--- src/rtl/dm_pipe_if.sv ---
// Request/response bus between the MEM stage (master) and the data memory (slave).
// Handshake: a request is accepted on a rising edge where req=1 and ready=1; the master must hold
// req/we/addr/wdata/be stable until that edge. The response is a single-cycle rvalid strobe that
// qualifies rdata and err; the master has no back-pressure on the response.
interface dm_pipe_if #(
    parameter int DATA_W = 16,
    parameter int ADDR_W = 16
);
    logic                  req;
    logic                  we;
    logic [ADDR_W-1:0]     addr;
    logic [DATA_W-1:0]     wdata;
    logic [DATA_W/8-1:0]   be;
    logic                  ready;
    logic                  rvalid;
    logic [DATA_W-1:0]     rdata;
    logic                  err;

    modport master (
        output req, we, addr, wdata, be,
        input  ready, rvalid, rdata, err
    );

    modport slave (
        input  req, we, addr, wdata, be,
        output ready, rvalid, rdata, err
    );
endinterface

--- src/rtl/dm_pipe.sv ---
// Data memory with request/response handshake, programmable wait states, byte-lane writes
// and out-of-range detection. Words 0 and 1 are reloaded with fixed values on reset.
module dm_pipe #(
    parameter int DATA_W      = 16,
    parameter int ADDR_W      = 16,
    parameter int DEPTH       = 256,
    parameter int WAIT_STATES = 1,
    parameter logic [DATA_W-1:0] INIT0 = DATA_W'(8),
    parameter logic [DATA_W-1:0] INIT1 = DATA_W'(5)
) (
    input  logic        clk,
    input  logic        reset,
    dm_pipe_if.slave    bus,
    output logic [1:0]  dbg_state
);
    localparam int NB    = DATA_W / 8;
    localparam int IDX_W = (DEPTH > 1) ? $clog2(DEPTH) : 1;
    localparam logic [ADDR_W:0] DEPTH_X  = (ADDR_W + 1)'(DEPTH);
    localparam logic [3:0]      CNT_LOAD = (WAIT_STATES > 0) ? 4'(WAIT_STATES - 1) : 4'd0;

    typedef enum logic [1:0] {
        S_IDLE = 2'd0,
        S_WAIT = 2'd1,
        S_RESP = 2'd2
    } state_t;

    state_t              state, next_state;
    logic [3:0]          cnt;
    logic                ready, accept, enter_resp;

    logic                lat_we;
    logic [ADDR_W-1:0]   lat_addr;
    logic [DATA_W-1:0]   lat_wdata;
    logic [NB-1:0]       lat_be;

    logic                acc_we;
    logic [ADDR_W-1:0]   acc_addr;
    logic [DATA_W-1:0]   acc_wdata;
    logic [NB-1:0]       acc_be;
    logic                in_range;
    logic [IDX_W-1:0]    idx;

    logic [DATA_W-1:0]   mem [DEPTH];
    logic                rvalid_q, err_q;
    logic [DATA_W-1:0]   rdata_q;

    // State register
    always_ff @(posedge clk) begin
        if (reset) state <= S_IDLE;
        else       state <= next_state;
    end

    // Next-state logic
    always_comb begin
        next_state = state;
        case (state)
            S_IDLE, S_RESP: begin
                if (accept) next_state = (WAIT_STATES == 0) ? S_RESP : S_WAIT;
                else        next_state = S_IDLE;
            end
            S_WAIT:  if (cnt == 4'd0) next_state = S_RESP;
            default: next_state = S_IDLE;
        endcase
    end

    // Output logic
    always_comb begin
        ready      = !reset && (state == S_IDLE || state == S_RESP);
        accept     = bus.req && ready;
        enter_resp = !reset && (next_state == S_RESP);
    end

    always_ff @(posedge clk) begin
        if (reset) begin
            cnt <= 4'd0;
        end else if (accept) begin
            lat_we    <= bus.we;
            lat_addr  <= bus.addr;
            lat_wdata <= bus.wdata;
            lat_be    <= bus.be;
            cnt       <= CNT_LOAD;
        end else if (state == S_WAIT && cnt != 4'd0) begin
            cnt <= cnt - 4'd1;
        end
    end

    // With zero wait states the access happens on the accept edge, before the latches hold the request.
    always_comb begin
        acc_we    = accept ? bus.we    : lat_we;
        acc_addr  = accept ? bus.addr  : lat_addr;
        acc_wdata = accept ? bus.wdata : lat_wdata;
        acc_be    = accept ? bus.be    : lat_be;
        in_range  = {1'b0, acc_addr} < DEPTH_X;
        idx       = acc_addr[IDX_W-1:0];
    end

    always_ff @(posedge clk) begin
        if (reset) begin
            rvalid_q <= 1'b0;
            rdata_q  <= '0;
            err_q    <= 1'b0;
            mem[0]   <= INIT0;
            mem[1]   <= INIT1;
        end else begin
            rvalid_q <= enter_resp;
            rdata_q  <= '0;
            err_q    <= 1'b0;
            if (enter_resp) begin
                err_q <= !in_range;
                if (in_range) begin
                    if (acc_we) begin
                        for (int i = 0; i < NB; i++) begin
                            if (acc_be[i]) mem[idx][8*i +: 8] <= acc_wdata[8*i +: 8];
                        end
                    end else begin
                        rdata_q <= mem[idx];
                    end
                end
            end
        end
    end

    assign bus.ready  = ready;
    assign bus.rvalid = rvalid_q;
    assign bus.rdata  = rdata_q;
    assign bus.err    = err_q;
    assign dbg_state  = state;
endmodule

--- src/flat_wrapper.sv ---
// flat-port wrapper written by rule: the top's interface ports become plain ports
module dm_pipe_flat 
#(
    parameter int DATA_W      = 16,
    parameter int ADDR_W      = 16,
    parameter int DEPTH       = 256,
    parameter int WAIT_STATES = 1,
    parameter logic [DATA_W-1:0] INIT0 = DATA_W'(8),
    parameter logic [DATA_W-1:0] INIT1 = DATA_W'(5)
)
  (clk, reset, dbg_state, bus_req, bus_we, bus_addr, bus_wdata, bus_be, bus_ready, bus_rvalid, bus_rdata, bus_err);
  dm_pipe_if #(.DATA_W(DATA_W), .ADDR_W(ADDR_W)) bus_i ();
  input  logic clk;
  input  logic reset;
  output logic [1:0] dbg_state;
  input wire logic [$bits(bus_i.req)-1:0] bus_req;
  input wire logic [$bits(bus_i.we)-1:0] bus_we;
  input wire logic [$bits(bus_i.addr)-1:0] bus_addr;
  input wire logic [$bits(bus_i.wdata)-1:0] bus_wdata;
  input wire logic [$bits(bus_i.be)-1:0] bus_be;
  output wire logic [$bits(bus_i.ready)-1:0] bus_ready;
  output wire logic [$bits(bus_i.rvalid)-1:0] bus_rvalid;
  output wire logic [$bits(bus_i.rdata)-1:0] bus_rdata;
  output wire logic [$bits(bus_i.err)-1:0] bus_err;
  assign bus_i.req = bus_req;
  assign bus_i.we = bus_we;
  assign bus_i.addr = bus_addr;
  assign bus_i.wdata = bus_wdata;
  assign bus_i.be = bus_be;
  assign bus_ready = bus_i.ready;
  assign bus_rvalid = bus_i.rvalid;
  assign bus_rdata = bus_i.rdata;
  assign bus_err = bus_i.err;
  dm_pipe #(.DATA_W(DATA_W), .ADDR_W(ADDR_W), .DEPTH(DEPTH), .WAIT_STATES(WAIT_STATES), .INIT0(INIT0), .INIT1(INIT1)) u_core (.clk(clk), .reset(reset), .bus(bus_i), .dbg_state(dbg_state));
endmodule
--- config.mk ---
export PLATFORM = sky130hd
export DESIGN_NAME = dm_pipe_flat
export DESIGN_NICKNAME = d
export VERILOG_FILES = /design/src/rtl/dm_pipe_if.sv /design/src/rtl/dm_pipe.sv /design/src/flat_wrapper.sv
export SDC_FILE = /design/constraint.sdc
export NUM_CORES = 2
export LEC_CHECK = 0
export CELL_PAD_IN_SITES_DETAIL_PLACEMENT = 0
export CELL_PAD_IN_SITES_GLOBAL_PLACEMENT = 2
export CORE_ASPECT_RATIO = 1.25
export CORE_UTILIZATION = 25
export DETAILED_ROUTE_END_ITERATION = 6
export PLACE_DENSITY = 0.49
export SYNTH_ARGS = -nofsm -noshare
export SYNTH_HDL_FRONTEND = slang
export SYNTH_SLANG_ARGS = --single-unit
--- constraint.sdc ---
create_clock -name clk -period 19.6 [get_ports clk]
set_input_delay 4.9 -clock clk [delete_from_list [all_inputs] [get_ports clk]]
set_output_delay 4.9 -clock clk [all_outputs]
set_load 0.05 [all_outputs]
==> reports/results.md <==
## Synthesis
* most area-hungry cell type in the Yosys netlist: edfxtp_1
* sequential element share of the synthesized area: 76.9%
* synthesis warning total: 0
* number of enable flip-flop cells after synthesis: 4131
* FF+latch count, synth: 4155
* net count of the mapped netlist: 10300
* number of distinct library cells after synthesis: 51
* share of synthesized registers carrying an async set or reset: 0%
* mapped cell area: 0.162 mm²
* post-synthesis instance total: 10300
* commonest register cell after synthesis: edfxtp_1
* top cells by area in the synthesized netlist: edfxtp_1 (77%), nand2_1 (3.7%), mux2i_1 (3.5%), mux4_2 (2.9%), a21oi_1 (2.7%)
* average size of a mapped cell: 15.8 µm²
* Yosys top cell area share: 76.6%

## Clock network
* number of levels the H-tree was split into: 5
* CTS buffer count: 452
* post-CTS sizing: 0
* Setup Buffers After CTS: 0
* clk sinks: 4155
* CTS Root Buffer Type: clkbuf_16
* later-pin clock latency in the skew report: 1.03 ns
* number of buffers inserted for hold repair after clock tree synthesis: 0
* clock transition at the registers of the reported paths: 0.06 ns
* clock tree buffer depth: 4
* clock tree from TritonCTS: done

## Route
* violation count after the first detailed-routing iteration: 7480
* Via-to-Cell Ratio: 4.73
* number of remaining DRC errors: 0
* First-pass DRT Iterations: 6
* routed wire length: 551 mm
* antenna violation net count after detailed routing: 0
* per-cell routed wire length: 28.5 µm
* overall via count from detail_route: 91500

## Critical path
* Critical Path AT: 6.61 ns
* Worst setup startpoint: reset
* startpoint types: input pin
* required time of the critical path: 14.70 ns
* crit-path max FO: 12
* worst reg2reg path depth: 12
* endpoint class of the critical path: primary output
* internal reg-to-reg setup slack: 12.79 ns
* destination of the critical timing path: bus_ready
* capture point of the worst reg-to-reg path: u_core.bus.rdata[5]$_SDFF_PP0_
* critical path class: in2out
* start of the worst register-to-register path: u_core.dbg_state[0]$_SDFF_PP0_

## Die
* Ports: 59
* die height: 902 µm
* standard-cell row count: 330
* Die X-Extent: 722 µm
* Core Region: 0.645 mm²
* floorplan die area: 0.651 mm²
* Initial Utilization: 25.1%

## Power and ir drop
* worst ir drop on vdd: 0.0000809 V
* Final Total Pwr: 20400 µW
* total power density per cell area: 109 mW/mm²
* Static Leak: 0.0582 µW

## Timing
* Least-Margin Pin Slew: 1.44 ns
* final hold violations: 0
* setup TNS: 0 ns
* Max-slew headroom: 3.05%
* Final period util: 58.7%
* count of pins over their slew limit: 0
* setup violators final: 0
* post-layout min period: 11.51 ns
* RSZ-0062 raised after global routing: false
* final setup skew: 0.0405 ns
* achievable clock frequency: 86.9 MHz
* hold slack: 0.560 ns

## Final layout
* share of post-route cells with drive strength above 1: 11.5%
* final layout net count: 10300
* Area growth syn-to-layout: 16.0%

## Global route
* first-pass GRT wire length: 764 mm
* largest net degree at the start of global routing: 161
* overall fraction of global-route tracks in use: 16.4%
* number of global-route vias before repair: 94000
* antenna violations before repair: 29
* total congestion overflow after global routing: 0

## Placed design
* gpl congestion: 0.765
* input/output buffers: 58
* detailed placement HPWL: 334 mm

## Hold path
* worst hold-check path type: reg2reg

## Run
* # Max-Cap Violations: 0

## Outcome
* run status: finished clean

worst min-delay path by stage:
stage                                  to                        from  depth (start not counted)
3_5_place_dp   u_core.cnt[1]$_SDFFE_PP0P_  u_core.cnt[1]$_SDFFE_PP0P_                          2
5_1_grt        u_core.lat_be[0]$_DFFE_PN_  u_core.lat_be[0]$_DFFE_PN_                          2
2_1_floorplan  u_core.cnt[1]$_SDFFE_PP0P_  u_core.cnt[1]$_SDFFE_PP0P_                          2
3_3_place_gp   u_core.cnt[1]$_SDFFE_PP0P_  u_core.cnt[1]$_SDFFE_PP0P_                          2
6_report       u_core.cnt[1]$_SDFFE_PP0P_  u_core.cnt[1]$_SDFFE_PP0P_                          2
4_1_cts        u_core.cnt[3]$_SDFFE_PP0P_  u_core.cnt[3]$_SDFFE_PP0P_                          2
critical path, cell delays in order:
cell and delay, ns:
clkdlybuf4s50_1 0.69, nor2_1 0.20, clkdlybuf4s50_1 0.82
metrics by stage:
stage,util (%),cells,worst slack (ns),instance area [µm²]
2_1_floorplan,-,10300,8.96,162000
3_3_place_gp,26.8,18500,6.59,173000
3_5_place_dp,26.8,18500,7.21,173000
4_1_cts,29.1,19300,8.06,188000
5_1_grt,29.1,19300,7.99,188000
6_report,29.1,19300,8.09,188000
cells in the mapped netlist (all sizes together) (3+ instances only):
cell and number:
nand2b 3, edfxtp 4131, a22oi 139, or4 3, buf 201, a22o 30
inv 29, a2111oi 34, nand4 8, nor3 36, nor4 66, nor2 540
a221oi 321, clkbuf 506, nor2b 46, a311oi 3, a211oi 106, mux4 210
a32oi 158, a21oi 871, a31oi 136, mux2 9, nand2 1600, o21ai 34
o22ai 144, dfxtp 24, mux2i 566, nand3 301
power by group:
| part | total [µW] | internal, µW | switching, µW |
|---|---|---|---|
| sequential | 9920 | 9920 | 3.61 |
| combinational | 1890 | 451 | 1440 |
| clock | 8580 | 4960 | 3620 |
| total | 20400 | 15300 | 5060 |
per-layer routing:
layer | vias to the layer above | part of all wire (%) | GRT usage (%)
li1 | 40300 | - | -
met1 | 48600 | 43 | 21.1
met3 | 637 | 3.8 | 1.88
met5 | - | 0 | 0
met2 | 1983 | 51 | 29.2
met4 | 0 | 2.8 | 4.43
registers in the layout, summed over array words and instances (netlist names):
name	flops
u_core.bus.err	1
u_core.bus.rdata	16
u_core.bus.rvalid	1
u_core.cnt	4
u_core.dbg_state	2
u_core.lat_addr	16
u_core.lat_be	2
u_core.lat_wdata	16
u_core.lat_we	1
u_core.mem	4096
cells by family (layout without fill, tap and decap cells):
logic type               count (synthesis)  in the layout  share of synthesized area, %
AO/OA/AOI/OAI                         1978           1978                          7.99
XOR/XNOR                                 3              3                        0.0162
adder cells (fa/ha/maj)                  1              1                       0.00773
buffers and inverters                  738           1159                          1.85
flip-flops                            4155           4155                          76.9
multiplexers                           785            785                          6.48
other                                    0             12                             0
AND/OR/NAND/NOR                       2611           2611                          6.72
layout by cell type, fill, tap and decap left out, drive strengths merged, types with 8 or more instances in the layout:
cell,netlist,final
edfxtp,4131,4131
nand2,1600,1600
a21oi,871,871
mux2i,566,566
clkbuf,506,556
nor2,540,540
a221oi,321,321
nand3,301,301
buf,201,232
mux4,210,210
clkinv,2,201
a32oi,158,158
o22ai,144,144
a22oi,139,139
a31oi,136,136
a211oi,106,106
nor4,66,66
clkdlybuf4s50,0,58
bufinv,0,54
nor2b,46,46
inv,29,41
nor3,36,36
o21ai,34,34
a2111oi,34,34
a22o,30,30
dfxtp,24,24
clkinvlp,0,17
diode,0,12
mux2,9,9
nand4,8,8
cell type report:
cell class              count  area (µm²)
multi-input cells        5378       34900
inverters                  31         262
flip-flops and latches   4155      125000
clock buffers             555       11800
repair buffers            291        2510
diodes                     12        30.0
clock inverters           282        2930
well taps                8632       10800
fillers                 64000      458000
Note: power is estimated with default switching activity, not from simulation.
